### src/rtl/serial_add_ctrl_if.sv
// Request/result bundle between a controller and the bit-serial adder.
// The master drives the operands and start; the slave reports status and result.
interface serial_add_ctrl_if #(
   parameter int WIDTH = 8
);
   logic             start;
   logic [WIDTH-1:0] a;
   logic [WIDTH-1:0] b;
   logic             cin;
   logic             busy;
   logic             done;
   logic [WIDTH-1:0] sum;
   logic             cout;

   modport master (
      output start, a, b, cin,
      input  busy, done, sum, cout
   );

   modport slave (
      input  start, a, b, cin,
      output busy, done, sum, cout
   );
endinterface

### src/rtl/serial_add_ctrl.sv
// Bit-serial adder sequencer: one decoder-based full adder is reused for
// WIDTH cycles, LSB first, with the carry held in a register between bits.
//
// state | meaning
// ------+--------------------------------------------------------------
// IDLE  | waiting for start; operands are captured on the accepting edge
// RUN   | one bit per edge through the shared full adder (WIDTH edges)
// DONE  | one-cycle done pulse; sum/cout already valid; start ignored

// Full adder built from a 3-to-8 minterm decoder.
module serial_add_fa (
   input  logic a_i,
   input  logic b_i,
   input  logic c_i,
   output logic sum_o,
   output logic cout_o
);
   logic [7:0] dec;

   // One-hot minterm decode, then OR the minterms of each output.
   always_comb begin
      dec    = 8'b0000_0001 << {a_i, b_i, c_i};
      sum_o  = dec[1] | dec[2] | dec[4] | dec[7];
      cout_o = dec[3] | dec[5] | dec[6] | dec[7];
   end
endmodule

module serial_add_ctrl #(
   parameter int WIDTH = 8
) (
   input  logic              clk,
   input  logic              rst_n,
   serial_add_ctrl_if.slave  add_if
);
   localparam int CW = (WIDTH > 1) ? $clog2(WIDTH) : 1;

   typedef enum logic [1:0] {
      IDLE = 2'd0,
      RUN  = 2'd1,
      DONE = 2'd2
   } state_t;

   state_t           state_q;
   logic [WIDTH-1:0] sha_q;
   logic [WIDTH-1:0] shb_q;
   logic [WIDTH-1:0] shr_q;
   logic [WIDTH-1:0] sum_q;
   logic             carry_q;
   logic             cout_q;
   logic             busy_q;
   logic             done_q;
   logic [CW-1:0]    cnt_q;

   logic [WIDTH-1:0] sha_d;
   logic [WIDTH-1:0] shb_d;
   logic [WIDTH-1:0] shr_d;
   logic [CW-1:0]    cnt_d;
   logic             last_bit;
   logic             fa_sum;
   logic             fa_cout;

   serial_add_fa u_fa (
      .a_i    (sha_q[0]),
      .b_i    (shb_q[0]),
      .c_i    (carry_q),
      .sum_o  (fa_sum),
      .cout_o (fa_cout)
   );

   // Next values of the shift registers and bit counter during RUN.
   // Shifts (rather than slices) keep WIDTH=1 legal: the new bit lands in bit 0.
   always_comb begin
      sha_d    = sha_q >> 1;
      shb_d    = shb_q >> 1;
      shr_d    = (shr_q >> 1) | (WIDTH'(fa_sum) << (WIDTH - 1));
      cnt_d    = cnt_q + CW'(1);
      last_bit = (cnt_q == CW'(WIDTH - 1));
   end

   // Sequencer FSM with registered status and result outputs.
   always_ff @(posedge clk or negedge rst_n) begin
      if (!rst_n) begin
         state_q <= IDLE;
         sha_q   <= '0;
         shb_q   <= '0;
         shr_q   <= '0;
         sum_q   <= '0;
         carry_q <= 1'b0;
         cout_q  <= 1'b0;
         busy_q  <= 1'b0;
         done_q  <= 1'b0;
         cnt_q   <= '0;
      end else begin
         case (state_q)
            IDLE: begin
               if (add_if.start) begin
                  sha_q   <= add_if.a;
                  shb_q   <= add_if.b;
                  carry_q <= add_if.cin;
                  cnt_q   <= '0;
                  shr_q   <= '0;
                  busy_q  <= 1'b1;
                  state_q <= RUN;
               end
            end
            RUN: begin
               sha_q   <= sha_d;
               shb_q   <= shb_d;
               shr_q   <= shr_d;
               carry_q <= fa_cout;
               cnt_q   <= cnt_d;
               if (last_bit) begin
                  // Publish only the complete word so partial sums never show.
                  sum_q   <= shr_d;
                  cout_q  <= fa_cout;
                  done_q  <= 1'b1;
                  state_q <= DONE;
               end
            end
            DONE: begin
               done_q  <= 1'b0;
               busy_q  <= 1'b0;
               state_q <= IDLE;
            end
            default: begin
               done_q  <= 1'b0;
               busy_q  <= 1'b0;
               state_q <= IDLE;
            end
         endcase
      end
   end

   assign add_if.busy = busy_q;
   assign add_if.done = done_q;
   assign add_if.sum  = sum_q;
   assign add_if.cout = cout_q;
endmodule
### src/flat_wrapper.sv
// flat-port wrapper written by rule: the top's interface ports become plain ports
module serial_add_ctrl_flat 
#(
   parameter int WIDTH = 8
)
  (clk, rst_n, add_if_start, add_if_a, add_if_b, add_if_cin, add_if_busy, add_if_done, add_if_sum, add_if_cout);
  serial_add_ctrl_if #(.WIDTH(WIDTH)) add_if_i ();
  input  logic clk;
  input  logic rst_n;
  input wire logic [$bits(add_if_i.start)-1:0] add_if_start;
  input wire logic [$bits(add_if_i.a)-1:0] add_if_a;
  input wire logic [$bits(add_if_i.b)-1:0] add_if_b;
  input wire logic [$bits(add_if_i.cin)-1:0] add_if_cin;
  output wire logic [$bits(add_if_i.busy)-1:0] add_if_busy;
  output wire logic [$bits(add_if_i.done)-1:0] add_if_done;
  output wire logic [$bits(add_if_i.sum)-1:0] add_if_sum;
  output wire logic [$bits(add_if_i.cout)-1:0] add_if_cout;
  assign add_if_i.start = add_if_start;
  assign add_if_i.a = add_if_a;
  assign add_if_i.b = add_if_b;
  assign add_if_i.cin = add_if_cin;
  assign add_if_busy = add_if_i.busy;
  assign add_if_done = add_if_i.done;
  assign add_if_sum = add_if_i.sum;
  assign add_if_cout = add_if_i.cout;
  serial_add_ctrl #(.WIDTH(WIDTH)) u_core (.clk(clk), .rst_n(rst_n), .add_if(add_if_i));
endmodule
### config.mk
export PLATFORM = sky130hd
export DESIGN_NAME = serial_add_ctrl_flat
export DESIGN_NICKNAME = d
export VERILOG_FILES = /design/src/rtl/serial_add_ctrl_if.sv /design/src/rtl/serial_add_ctrl.sv /design/src/flat_wrapper.sv
export SDC_FILE = /design/constraint.sdc
export NUM_CORES = 1
export LEC_CHECK = 0
export BUFFER_PORTS_ARGS = -buffer_cell sky130_fd_sc_hd__buf_2
export CAP_MARGIN = 20
export CORE_ASPECT_RATIO = 0.5
export CORE_MARGIN = 1.5
export CORE_UTILIZATION = 55
export DETAILED_ROUTE_END_ITERATION = 16
export GPL_TIMING_DRIVEN = 0
export HOLD_SLACK_MARGIN = 0.1
export PLACE_DENSITY = 0.78
export SYNTH_ARGS = -nofsm -noshare
export SYNTH_HDL_FRONTEND = slang
export SYNTH_SLANG_ARGS = --single-unit
export TNS_END_PERCENT = 10
### constraint.sdc
create_clock -name clk -period 1.6 [get_ports clk]
set_input_delay 0.16 -clock clk [delete_from_list [all_inputs] [get_ports clk]]
set_output_delay 0.16 -clock clk [all_outputs]
set_load 0.01 [all_outputs]
# Yosys cells after proc, flatten, opt, wreduce, memory -nomap -nowiden

Cells that the tools add are included.

Flip-flop bits (word level): 41
Input bits: 20

Muxes and demuxes: 17
Shift-type cells: 1
Equality and inequality tests: 4
$add $sub $neg: 1
Bitwise gates (word level): 9
Reduce and logical (&&, ||, !) cells: 7

Operators with widths:

| kind                  | number |
|---|---|
| $pmux W8 S2           | 3 |
| $mux W8               | 3 |
| $reduce_and A2 Y1     | 5 |
| $or A7 B8 Y8          | 1 |
| $shl A1 B3 Y8 const A | 1 |
| $or A1 B1 Y1          | 6 |
| $pmux W1 S2           | 3 |
| $pmux W3 S2           | 1 |
| $mux W2               | 2 |
| $pmux W2 S2           | 1 |
| $add A3 B1 Y3 const B | 1 |
| $eq A3 B3 Y1 const B  | 1 |
| $mux W1               | 3 |
| $mux W3               | 1 |
| $eq A2 B1 Y1 const B  | 1 |
| $logic_not A2 Y1      | 1 |
| $ne A2 B1 Y1 const B  | 1 |
| $ne A2 B2 Y1 const B  | 1 |
| $not A1 Y1            | 2 |
| $reduce_bool A2 Y1    | 1 |

# Depth between registers and ports, before layout

Gate-level depths: netlist of run 1.

Depth in word-level cells: 6
Gate-level depth with buffers: 5

# Cells and area by module

A second synthesis of run 1 with hierarchy kept.

Cells, all modules: 132
Area, all modules: 1710.4 um^2

Modules (own cells, without submodules):

| module          | area each (um^2) | cells an instance | instances |
|---|---|---|---|
| serial_add_ctrl | 1690.4           | 131               | 1 |
| serial_add_fa   | 20.0             | 1                 | 1 |

# Worst setup path before layout of run 1

No wires, ideal clock.

Kind: reg-to-reg
Start point: register u_core.cnt_q[0]
End point: register u_core.cout_q, in the netlist u_core.add_if.cout
Stages on the path, launching flop included: 6
Required time: 1.475 ns
Slack: 0.173 ns
Data arrival time: 1.302 ns
Period minus slack after synthesis: 1.427 ns
Setup time: 0.125 ns
Path through: dfrtp_1 > ha_1 > ha_1 > nand3b_1 > buf_6 > mux2_2

Word-level cells in the longest chain between the ends: 2

RTL lines:

| item                               | RTL line               | RTL |
|---|---|---|
| from (decl)                        | serial_add_ctrl.sv:52  | `logic [CW-1:0] cnt_q;` |
| from (signal assigned)             | serial_add_ctrl.sv:111 | `cnt_q <= cnt_d;` |
| $eq A3 B3 Y1                       | serial_add_ctrl.sv:77  | `last_bit = (cnt_q == CW'(WIDTH - 1));` |
| $reduce_and A2 Y1 (no source line) | n/a                    |  |
| to (signal assigned)               | serial_add_ctrl.sv:115 | `cout_q <= fa_cout;` |
| to (decl)                          | serial_add_ctrl.sv:49  | `logic cout_q;` |

No other way between the ends.
A chain may end at the register's enable or synchronous reset.

# Worst setup path in the final report of run 1

Start point: register u_core.cnt_q[0]
End point: register u_core.sum_q[0], in the netlist u_core.add_if.sum[0]

Word-level cells in the longest chain between the ends: 2

RTL lines:

| item                               | RTL line               | RTL |
|---|---|---|
| $eq A3 B3 Y1                       | serial_add_ctrl.sv:77  |  |
| $reduce_and A2 Y1 (no source line) | n/a                    |  |
| to (signal assigned)               | serial_add_ctrl.sv:114 | `sum_q <= shr_d;` |
| to (decl)                          | serial_add_ctrl.sv:47  | `logic [WIDTH-1:0] sum_q;` |

No other way between the ends.

==> run_results.csv, run 1 <==
group,metric,value,unit
drt,firstDrtPassIters,6,
timing,drv_slew,0,
drt,post_drt_wl_per_cell,15.58,µm
logic_synthesis,seq_area_frac_synth,0.5571,
pwr,switching_share,0.3246,
timing,final.setup.tns,0,ps
pwr,peakVddDrop,0.0009242,V
clock_tree,h-tree-depth,2,
pwr,power.density,1909,nW/µm²
clock_tree,clock_sinks,40,
min_path,min_path_type,"in2reg",
timing,slew_headroom,0.4220,
timing,post-route-period-util,0.9521,
pwr,clkPwrFrac,0.197,
floorplanning,placementRows,14,
logic_synthesis,yosys.cell_count.top_type,"dfrtp_1",
critical_path,r2r_start,"u_core.cnt_q[0]",
clock_tree,clock_latency,290,ps
logic_synthesis,ys_ff_latch,40,
logic_synthesis,ys_warn_count,0,
logic_synthesis,ys_top_cells_by_count,"dfrtp_1 (40), a22o_1 (9), inv_1 (9), mux2_2 (9)",
min_path,holdPathStages,3,
global_routing,overflow,0,
final_layout,drive_gt1_frac,0.4277,
final_layout,fin_util,0.7024,
clock_tree,root_buffer,"clkbuf_8",
drt,via_per_inst,5.808,
logic_synthesis,netlist.area_leader.share,0.5571,
final_layout,nets,195,
final_layout,area_growth,19.15,%
critical_path,slowest_stage,"dfrtp_1",
timing,hold_viol_final,0,
critical_path,critical_path_required,1770,ps
timing,period_minus_slack,1523,ps
timing,worst_slack,76.62,ps
flow_run,maxCapViolations,0,
pwr,p_comb_frac,0.376,
critical_path,worstSetupEndpointType,"flip-flop",
drt,remaining_drc_errors,0,
logic_synthesis,syn_nets,156,
critical_path,crit_type,"reg2reg",
logic_synthesis,synthArstFlopShare,1.000,
min_path,min_to,"u_core.sha_q[4]",
timing,fmax,656.4,MHz
floorplanning,io_pins,31,
drt,drt_iter0_drc,52,
global_routing,grt_usage,0.2036,
min_path,min-delay-start,"add_if_a[4]",
pwr,p_switching,1.327,mW
global_routing,grt_pass1_vias,1220,
logic_synthesis,synth_largest_area_cell,"dfrtp_1",
drt,ant_nets,0,
pwr,p_leak,1.004,nW
critical_path,slowest_delay,400,ps
logic_synthesis,synthTopCellsByArea,"dfrtp_1 (56%), mux2_2 (5.6%), o221a_2 (5.0%), or4b_1 (4.5%), a22o_1 (4.4%)",
clock_tree,cts_buffers,5,
outcome,status,"finished, final reports clean",
placed_design,dpl.hpwl,2287,µm
floorplanning,die_w,83.83,µm
timing,worstMarginPinSlew,867.0,ps
pwr,power_frac_seq,0.427,
clock_tree,postCtsSetupBuffers,0,
logic_synthesis,syn_avg_cell_area,13.51,µm²
floorplanning,initial_core_util,0.5895,
critical_path,r2r_cells,5,
floorplanning,die_y,43.42,µm
drt,wl,3319,µm
floorplanning,core_region_area,3048,µm²
global_routing,grt_start_max_net_pins,41,
critical_path,cp-start-kind,"flip-flop",
placed_design,io_buffers,30,
clock_tree,cts_tree,"done",
critical_path,r2r_setup_slack,80,ps
logic_synthesis,syn-cell-area,1797,µm²
placed_design,gp_congestion,0.7318,
logic_synthesis,syn_inst,133,
floorplanning,dieArea,3639,µm²
logic_synthesis,yosys_most_used_dff,"dfrtp_1",
placed_design,place_ws,37.85,ps
critical_path,path_cells,"ha_2 -> ha_4 -> nand3b_1 -> buf_6 -> mux2_2",
clock_tree,cts_buffer_depth,2,
clock_tree,clk_pin_slew_worst_paths,70,ps
pwr,internal_power,2.760,mW
timing,rsz0062_at_grt,"no",
logic_synthesis,synth-edff-count,0,
timing,setup_viol,0,
global_routing,antenna_found_initial,0,
drt,dr_total_vias,1237,
logic_synthesis,synth_cell_types,28,
global_routing,grt_pass1_wl,5540,µm
critical_path,timing.rr.end,"u_core.add_if.sum[0]",
critical_path,path_max_fanout,5,
critical_path,critical_path_arrival,1690,ps
final_layout,insertedDiodeCount,0,
timing,skew,5.398,ps
[layer usage]
layer  global-route usage  routed length (µm)  vias to the layer above
met4              0.09180                  56                        0
met1               0.2701                1610                      615
met5                    0                   0                        -
met2               0.3161                1491                       33
li1                     -                   -                      583
met3              0.06476                 161                        6
[repair_timing]
item,in CTS,in global routing
gates resized for setup,0,4
hold buffers,1,0
endpoints found under the setup margin,0,3
endpoints found under the hold margin,40,0
[worst max-delay path: cells and delay by family, from the launching register on]
family / cells / cell delay (ps)
flip-flops: 1 / 400
multiplexers: 1 / 350
adder cells (fa/ha/maj): 2 / 370
buffers and inverters: 1 / 150
AND/OR/NAND/NOR: 1 / 140
[cell usage in the layout, fill, tap and decap left out]
cell type,netlist,layout
a211o_1,1,1
a211oi_1,3,3
a21o_1,1,1
a21oi_1,3,3
a221oi_1,3,3
a221oi_2,1,1
a22o_1,9,9
buf_2,7,37
buf_4,1,2
buf_6,4,4
bufinv_16,0,1
clkbuf_2,1,1
clkbuf_8,0,5
clkinv_2,0,1
clkinvlp_4,0,1
dfrtp_1,40,40
dlygate4sd3_1,0,1
fa_1,1,1
ha_2,0,1
ha_4,0,1
inv_1,9,9
mux2_2,9,9
mux2i_1,1,1
nand2b_1,3,3
nand3b_1,1,1
nor2_1,1,1
nor2b_1,1,1
nor3b_1,4,4
nor4b_1,7,7
nor4bb_1,2,2
o21ba_2,1,1
o21bai_2,1,1
o221a_2,8,8
or4b_1,8,8
[how the worst max path moves through the flow]
| stage | startpoint | endpoint | slack, ps | cells after the start |
|---|---|---|---|---|
| CTS | u_core.cnt_q[0] | u_core.add_if.sum[0] | 30 | 5 |
| global placement | u_core.cnt_q[0] | u_core.add_if.sum[0] | 70 | 5 |
| global route | u_core.cnt_q[0] | u_core.add_if.sum[0] | 20 | 5 |
| detailed placement | u_core.cnt_q[0] | u_core.add_if.sum[0] | 40 | 5 |
| floorplan | u_core.cnt_q[0] | u_core.add_if.cout | 170 | 5 |
| finish | u_core.cnt_q[0] | u_core.add_if.sum[0] | 80 | 5 |
[sequential cells by signal, summed over array words and instances (netlist names)]
| name | cells |
|---|---|
| u_core.add_if.done | 1 |
| u_core.add_if.busy | 1 |
| u_core.add_if.sum | 8 |
| u_core.shr_q | 7 |
| u_core.shb_q | 8 |
| u_core.state_q | 2 |
| u_core.cnt_q | 3 |
| u_core.carry_q | 1 |
| u_core.add_if.cout | 1 |
| u_core.sha_q | 8 |
[per-stage QoR]
step,total power [mW],instance area [µm²],hold slack [ps],std cells
4_1_cts,4.087,2118,198.8,212
2_1_floorplan,2.840,1797,-135.6,133
5_1_grt,4.392,2141,217.8,213
3_5_place_dp,3.277,1997,321.5,203
6_report,4.087,2141,204.6,213
3_3_place_gp,3.211,1997,323.1,203
[cell type report]
class	instances	area, µm²
Fill cell	215	907.1
Clock buffer	5	68.82
Sequential cell	40	1001
Clock inverter	3	42.54
Inverter	9	33.78
Timing Repair Buffer	32	167.7
Tap cell	40	50.05
Multi-Input combinational cell	71	684.4
Buffer	13	92.59
[power groups by stage]
stage                     Sequential, mW  Combinational [mW]  Clock, mW
after global placement              1.74                1.47          0
after CTS                           1.74                1.52      0.826
final                               1.75                1.54      0.805
after floorplan                     1.76                1.08          0
after detailed placement            1.76                1.52          0
after global routing                1.81                1.71      0.868
[cell families (layout without fill, tap and decap cells)]
family,Yosys count,after routing,synth area share
buf+inv,22,62,0.07033
mux,10,10,0.06198
compound gates,31,31,0.1588
fa+ha+maj,3,3,0.02507
flops,40,40,0.5571
simple gates,27,27,0.1267
(Power assumes the default switching activity.)
==> run 2: changes to the inputs <==
--- a/config.mk
+++ b/config.mk
@@ -5,6 +5,7 @@
 export SDC_FILE = /design/constraint.sdc
 export NUM_CORES = 1
 export LEC_CHECK = 0
+export ABC_AREA = 1
 export BUFFER_PORTS_ARGS = -buffer_cell sky130_fd_sc_hd__buf_2
 export CAP_MARGIN = 20
 export CORE_ASPECT_RATIO = 0.5
@@ -16,5 +17,6 @@
 export PLACE_DENSITY = 0.78
 export SYNTH_ARGS = -nofsm -noshare
 export SYNTH_HDL_FRONTEND = slang
+export SYNTH_HIERARCHICAL = 1
 export SYNTH_SLANG_ARGS = --single-unit
 export TNS_END_PERCENT = 10
==> run 2 against run 1 <==
  * Sequential power about the same
  * Clock power up 7.7%
  * Fmax up 8.5%
  * Largest cell class unchanged
  * Largest power group is now combinational logic
  * Highest routed layer unchanged
==> run_results.csv, run 2 <==
group,metric,value,unit
drt,firstDrtPassIters,5,
logic_synthesis,synth_largest_area_cell,"dfrtp_1",
final_layout,final_cell_mix,"nand2_1 (66), dfrtp_1 (40), inv_1 (34)",
logic_synthesis,syn_avg_cell_area,8.649,µm²
drt,dr_total_vias,1491,
critical_path,worstSetupEndpointType,"flip-flop",
logic_synthesis,syn_inst,218,
final_layout,insertedDiodeCount,0,
drt,drt-met1-wl,1754,µm
timing,worstMarginPinSlew,867.7,ps
placed_design,placed_cell_area,2086,µm²
logic_synthesis,seq_area_frac_synth,0.5309,
placed_design,io_buffers,30,
global_routing,antenna_found_initial,0,
critical_path,r2r_start,"u_core/state_q[1]",
logic_synthesis,synthTopCellsByArea,"dfrtp_1 (53%), nand2_1 (13%), nand3_1 (8.8%), inv_1 (6.8%), o21ai_2 (3.7%)",
logic_synthesis,yosys.cell_count.top_type,"nand2_1",
global_routing,grt_usage,0.2260,
timing,post-route-period-util,0.8773,
timing,period_minus_slack,1404,ps
final_layout,design_area,2237,µm²
pwr,power.density,1990,nW/µm²
placed_design,placedCellCount,288,
drt,drt_iter0_drc,50,
drt,via_per_inst,4.987,
floorplanning,initial_core_util,0.6014,
drt,top_layer_used,"met4",
clock_tree,cts_buffer_depth,2,
timing,drv_slew,0,
timing,skew,8.661,ps
flow_run,maxCapViolations,0,
global_routing,grt_pass1_wl,6430,µm
critical_path,path_max_fanout,10,
floorplanning,placementRows,14,
logic_synthesis,ys_top_cells_by_count,"nand2_1 (66), dfrtp_1 (40), inv_1 (34), nand3_1 (33)",
logic_synthesis,synth-edff-count,0,
logic_synthesis,synthArstFlopShare,1.000,
clock_tree,clk_pin_slew_worst_paths,80,ps
clock_tree,cts_buffers,5,
global_routing,overflow,0,
clock_tree,h-tree-depth,2,
timing,setup_viol,0,
floorplanning,io_pins,31,
global_routing,grt_start_max_net_pins,41,
critical_path,cp-start-kind,"flip-flop",
outcome,status,"finished, final reports clean",
critical_path,critical_path_required,1790,ps
drt,remaining_drc_errors,0,
logic_synthesis,syn_nets,241,
final_layout,stdcell_count,299,
critical_path,crit_type,"reg2reg",
final_layout,nets,281,
min_path,min_path_type,"in2reg",
clock_tree,clock_sinks,40,
drt,met3_wirelength,186,µm
clock_tree,clock_latency,290,ps
pwr,power.total,4.451,mW
floorplanning,die_y,44.40,µm
pwr,peakVddDrop,0.0007713,V
drt,routed-wl-met2,1750,µm
timing,slew_headroom,0.4215,
final_layout,area_growth,18.65,%
final_layout,final_common_cell,"nand2_1",
pwr,p_leak,1.242,nW
clock_tree,root_buffer,"clkbuf_8",
drt,ant_nets,0,
placed_design,dpl.hpwl,2550,µm
floorplanning,die_w,85.81,µm
timing,rsz0062_at_grt,"no",
timing,final.setup.tns,0,ps
timing,hold_viol_final,0,
clock_tree,cts_tree,"done",
final_layout,n_fill_cell,259,
clock_tree,postCtsSetupBuffers,0,
drt,wl,3712,µm
drt,post_drt_wl_per_cell,12.41,µm
logic_synthesis,synth_cell_types,20,
floorplanning,dieArea,3810,µm²
critical_path,critical_path_arrival,1600,ps
logic_synthesis,yosys_most_used_dff,"dfrtp_1",
logic_synthesis,syn-cell-area,1886,µm²
timing,fmax,712.4,MHz
placed_design,gp_congestion,0.7762,
final_layout,drive_gt1_frac,0.2471,
min_path,min-delay-start,"add_if_a[0]",
logic_synthesis,ys_ff_latch,40,
floorplanning,core_region_area,3136,µm²
logic_synthesis,ys_warn_count,6,
global_routing,grt_pass1_vias,1465,
logic_synthesis,netlist.area_leader.share,0.5309,
critical_path,startpoint,"u_core/state_q[1]",
## run 2: power breakdown
group	internal [mW]	switching [mW]
registers	1.48	0.270
logic	0.753	1.08
clock network	0.510	0.357
## run 2: area by class of cell
type	instances	area, µm²	area share
Tap cell	40	50.05	0.02237
Timing Repair Buffer	33	180.2	0.08054
Multi-Input combinational cell	132	659.4	0.2947
Clock inverter	2	38.79	0.01734
Sequential cell	40	1001	0.4474
Inverter	37	141.4	0.06320
Clock buffer	6	82.58	0.03691
Buffer	9	83.83	0.03747
## run 2: final timing paths
kind | to | slack (ps) | cells past startpoint
max in group asynchronous | u_core/sha_q[1] | 530 | 2
worst max register to register | u_core/shb_q[3] | 200 | 5
worst max-delay path | u_core/shb_q[3] | 200 | 5
worst min register to register | u_core/add_if.sum[5] | 480 | 2
worst min-delay path | u_core/sha_q[0] | 110 | 3
min in group asynchronous | u_core/add_if.sum[3] | 510 | 2
## run 2: stage by stage
stage	worst slack (ps)	hold slack (ps)	util
CTS	191.8	106.1	0.7135
global placement	207.2	318.8	0.6652
global route	45.88	120.1	0.7135
finish	196.3	108.5	0.7135
detailed placement	216.3	335.4	0.6652
floorplan	386.7	-135.6	-
## run 2: critical path: stages (launching register included)
cell      delay [ps]
dfrtp_1          450
inv_2            150
clkbuf_1         390
nand3_1          150
nand3_1          110
nand2_1           50
## run 2: timing repair
action,CTS,global route
hold buffers,3,0
gates resized for setup,0,0
hold endpoints to repair,42,0
## run 2: cell families (layout without fill, tap and decap cells)
logic type	after synthesis	in the layout	synth area share
AO/OA/AOI/OAI	19	19	0.06636
adder cells (fa/ha/maj)	3	3	0.02389
buffers and inverters	46	87	0.1194
flip-flops	40	40	0.5309
AND/OR/NAND/NOR	110	110	0.2595
## run 2: per-layer routing
metal	vias to the layer above	global-route usage
met5	-	0
li1	752	-
met3	3	0.05224
met2	44	0.3906
met4	0	0.08065
met1	692	0.2887
==> run 3: changes to the inputs <==
--- a/config.mk
+++ b/config.mk
@@ -11,6 +11,7 @@
 export CORE_ASPECT_RATIO = 0.5
 export CORE_MARGIN = 1.5
 export CORE_UTILIZATION = 55
+export CTS_BUF_LIST = sky130_fd_sc_hd__clkbuf_16
 export DETAILED_ROUTE_END_ITERATION = 16
 export GPL_TIMING_DRIVEN = 0
 export HOLD_SLACK_MARGIN = 0.1
==> run 3 against run 2 <==
  * Non-clock buffer count is 2 lower
  * Sequential share of layout area is 0.52 points lower
  * Sequential power hardly changed
  * Clock skew is 3.3 ps lower
  * Clock power is 29% higher
  * First-iteration DRC count is 18% higher
  * Final cell count is 0.67% lower
  * Critical endpoint is now u_core/shb_q[6]
==> run_results.csv, run 3 (synthesized netlist as in run 2, its figures left out) <==
group,metric,value,unit
critical_path,cp_top_family,"buffers and inverters",
final_layout,nets,279,
final_layout,design_area,2263,µm²
drt,post_drt_wl_per_cell,12.93,µm
clock_tree,clk_pin_slew_worst_paths,60,ps
timing,skew,5.369,ps
critical_path,slowest_stage,"dfrtp_1",
global_routing,overflow,0,
final_layout,final_common_cell,"nand2_1",
critical_path,slowest_delay,440,ps
floorplanning,placementRows,14,
global_routing,grt_usage,0.2335,
pwr,peakVddDrop,0.0008080,V
timing,worst_slack,205.0,ps
pwr,p_leak,1.254,nW
final_layout,drive_gt1_frac,0.2451,
final_layout,area_growth,20.04,%
timing,fmax,716.9,MHz
global_routing,grt_pass1_vias,1475,
drt,routed-wl-met2,1870,µm
timing,setup_viol,0,
floorplanning,die_y,44.40,µm
placed_design,io_buffers,30,
critical_path,critical_path_arrival,1560,ps
clock_tree,h-tree-depth,2,
drt,dr_total_vias,1503,
drt,top_layer_used,"met4",
clock_tree,cts_tree,"done",
timing,post-route-period-util,0.8719,
clock_tree,cts_buffers,5,
flow_run,maxCapViolations,0,
drt,ant_nets,0,
placed_design,dpl.hpwl,2550,µm
critical_path,path_cells,"inv_2 -> clkbuf_1 -> nand3_1 -> nand3_1 -> nand2_1",
timing,period_minus_slack,1395,ps
timing,holdWs,104.5,ps
critical_path,critical_path_required,1770,ps
floorplanning,die_w,85.81,µm
clock_tree,clock_latency,280,ps
placed_design,gp_congestion,0.7762,
placed_design,placed_cell_area,2086,µm²
critical_path,crit_type,"reg2reg",
drt,via_per_inst,5.061,
global_routing,grt_pass1_wl,6506,µm
drt,drt-met1-wl,1770,µm
final_layout,final_cell_mix,"nand2_1 (66), dfrtp_1 (40), inv_1 (34)",
drt,firstDrtPassIters,4,
final_layout,fin_util,0.7219,
timing,slew_headroom,0.4139,
clock_tree,postCtsSetupBuffers,0,
timing,worstMarginPinSlew,879.2,ps
clock_tree,root_buffer,"clkbuf_16",
critical_path,crit_buf_inv,2,
timing,final.setup.tns,0,ps
drt,drt_iter0_drc,59,
clock_tree,clock_sinks,40,
min_path,min_path_type,"in2reg",
floorplanning,dieArea,3810,µm²
timing,drv_slew,0,
floorplanning,core_region_area,3136,µm²
floorplanning,io_pins,31,
critical_path,path_max_fanout,10,
drt,remaining_drc_errors,0,
timing,hold_viol_final,0,
drt,wl,3839,µm
pwr,power.density,2088,nW/µm²
placed_design,place_ws,216.3,ps
global_routing,grt_start_max_net_pins,41,
final_layout,insertedDiodeCount,0,
outcome,status,"finished, final reports clean",
clock_tree,cts_buffer_depth,2,
drt,met3_wirelength,147,µm
critical_path,worstSetupEndpointType,"flip-flop",
floorplanning,initial_core_util,0.6014,
critical_path,cp-start-kind,"flip-flop",
global_routing,antenna_found_initial,0,
critical_path,cp_common_cell,"nand3_1",
timing,rsz0062_at_grt,"no",
[run 3: cell types whose count changed in the layout (fill, tap and decap cells not counted)]
cell and change:
clkbuf_8 -6, clkbuf_16 +5, dlygate4sd3_1 -2, clkinv_1 +1
[run 3: per-stage QoR]
step                      std cells  power, mW
after global routing            297      5.095
after detailed placement        288      3.590
after CTS                       297      4.765
after floorplan                 218      3.097
after global placement          288      3.511
final                           297      4.725
[run 3: where the power goes]
part           switching (mW)  internal, mW
clock network           0.388         0.732
registers               0.270          1.49
logic                    1.10         0.751
[run 3: worst register-to-register path: stages (launching register included)]
cell and delay (ps):
dfrtp_1 440, inv_2 160, clkbuf_1 390, nand3_1 130, nand3_1 110, nand2_1 50
[run 3: cell type report]
class,instances,area (µm²)
Fill cell,256,872.1
Clock inverter,3,42.54
Buffer,9,83.83
Multi-Input combinational cell,132,659.4
Tap cell,40,50.05
Timing Repair Buffer,31,160.2
Inverter,37,141.4
Clock buffer,5,125.1
Sequential cell,40,1001
[run 3: layer usage]
metal	track usage	vias to the layer above
met4	0.1161	0
met3	0.05970	7
met2	0.4063	44
met1	0.2798	705
met5	0	-
li1	-	747
[run 3: worst paths after layout]
kind / start / endpoint / slack [ps] / cells after the start
worst max-delay path: u_core/state_q[1] / u_core/shb_q[6] / 210 / 5
worst min-delay path: add_if_b[7] / u_core/shb_q[7] / 100 / 3
worst max register to register: u_core/state_q[1] / u_core/shb_q[6] / 210 / 5
worst min register to register: u_core/add_if.sum[5] / u_core/add_if.sum[5] / 480 / 2
max in group asynchronous: rst_n / u_core/cnt_q[2] / 510 / 2
min in group asynchronous: rst_n / u_core/add_if.sum[3] / 530 / 2
[run 3: timing repair]
| action | CTS | global route |
|---|---|---|
| hold buffers | 1 | 0 |
| resized for setup | 0 | 0 |
| hold endpoints to repair | 40 | 0 |
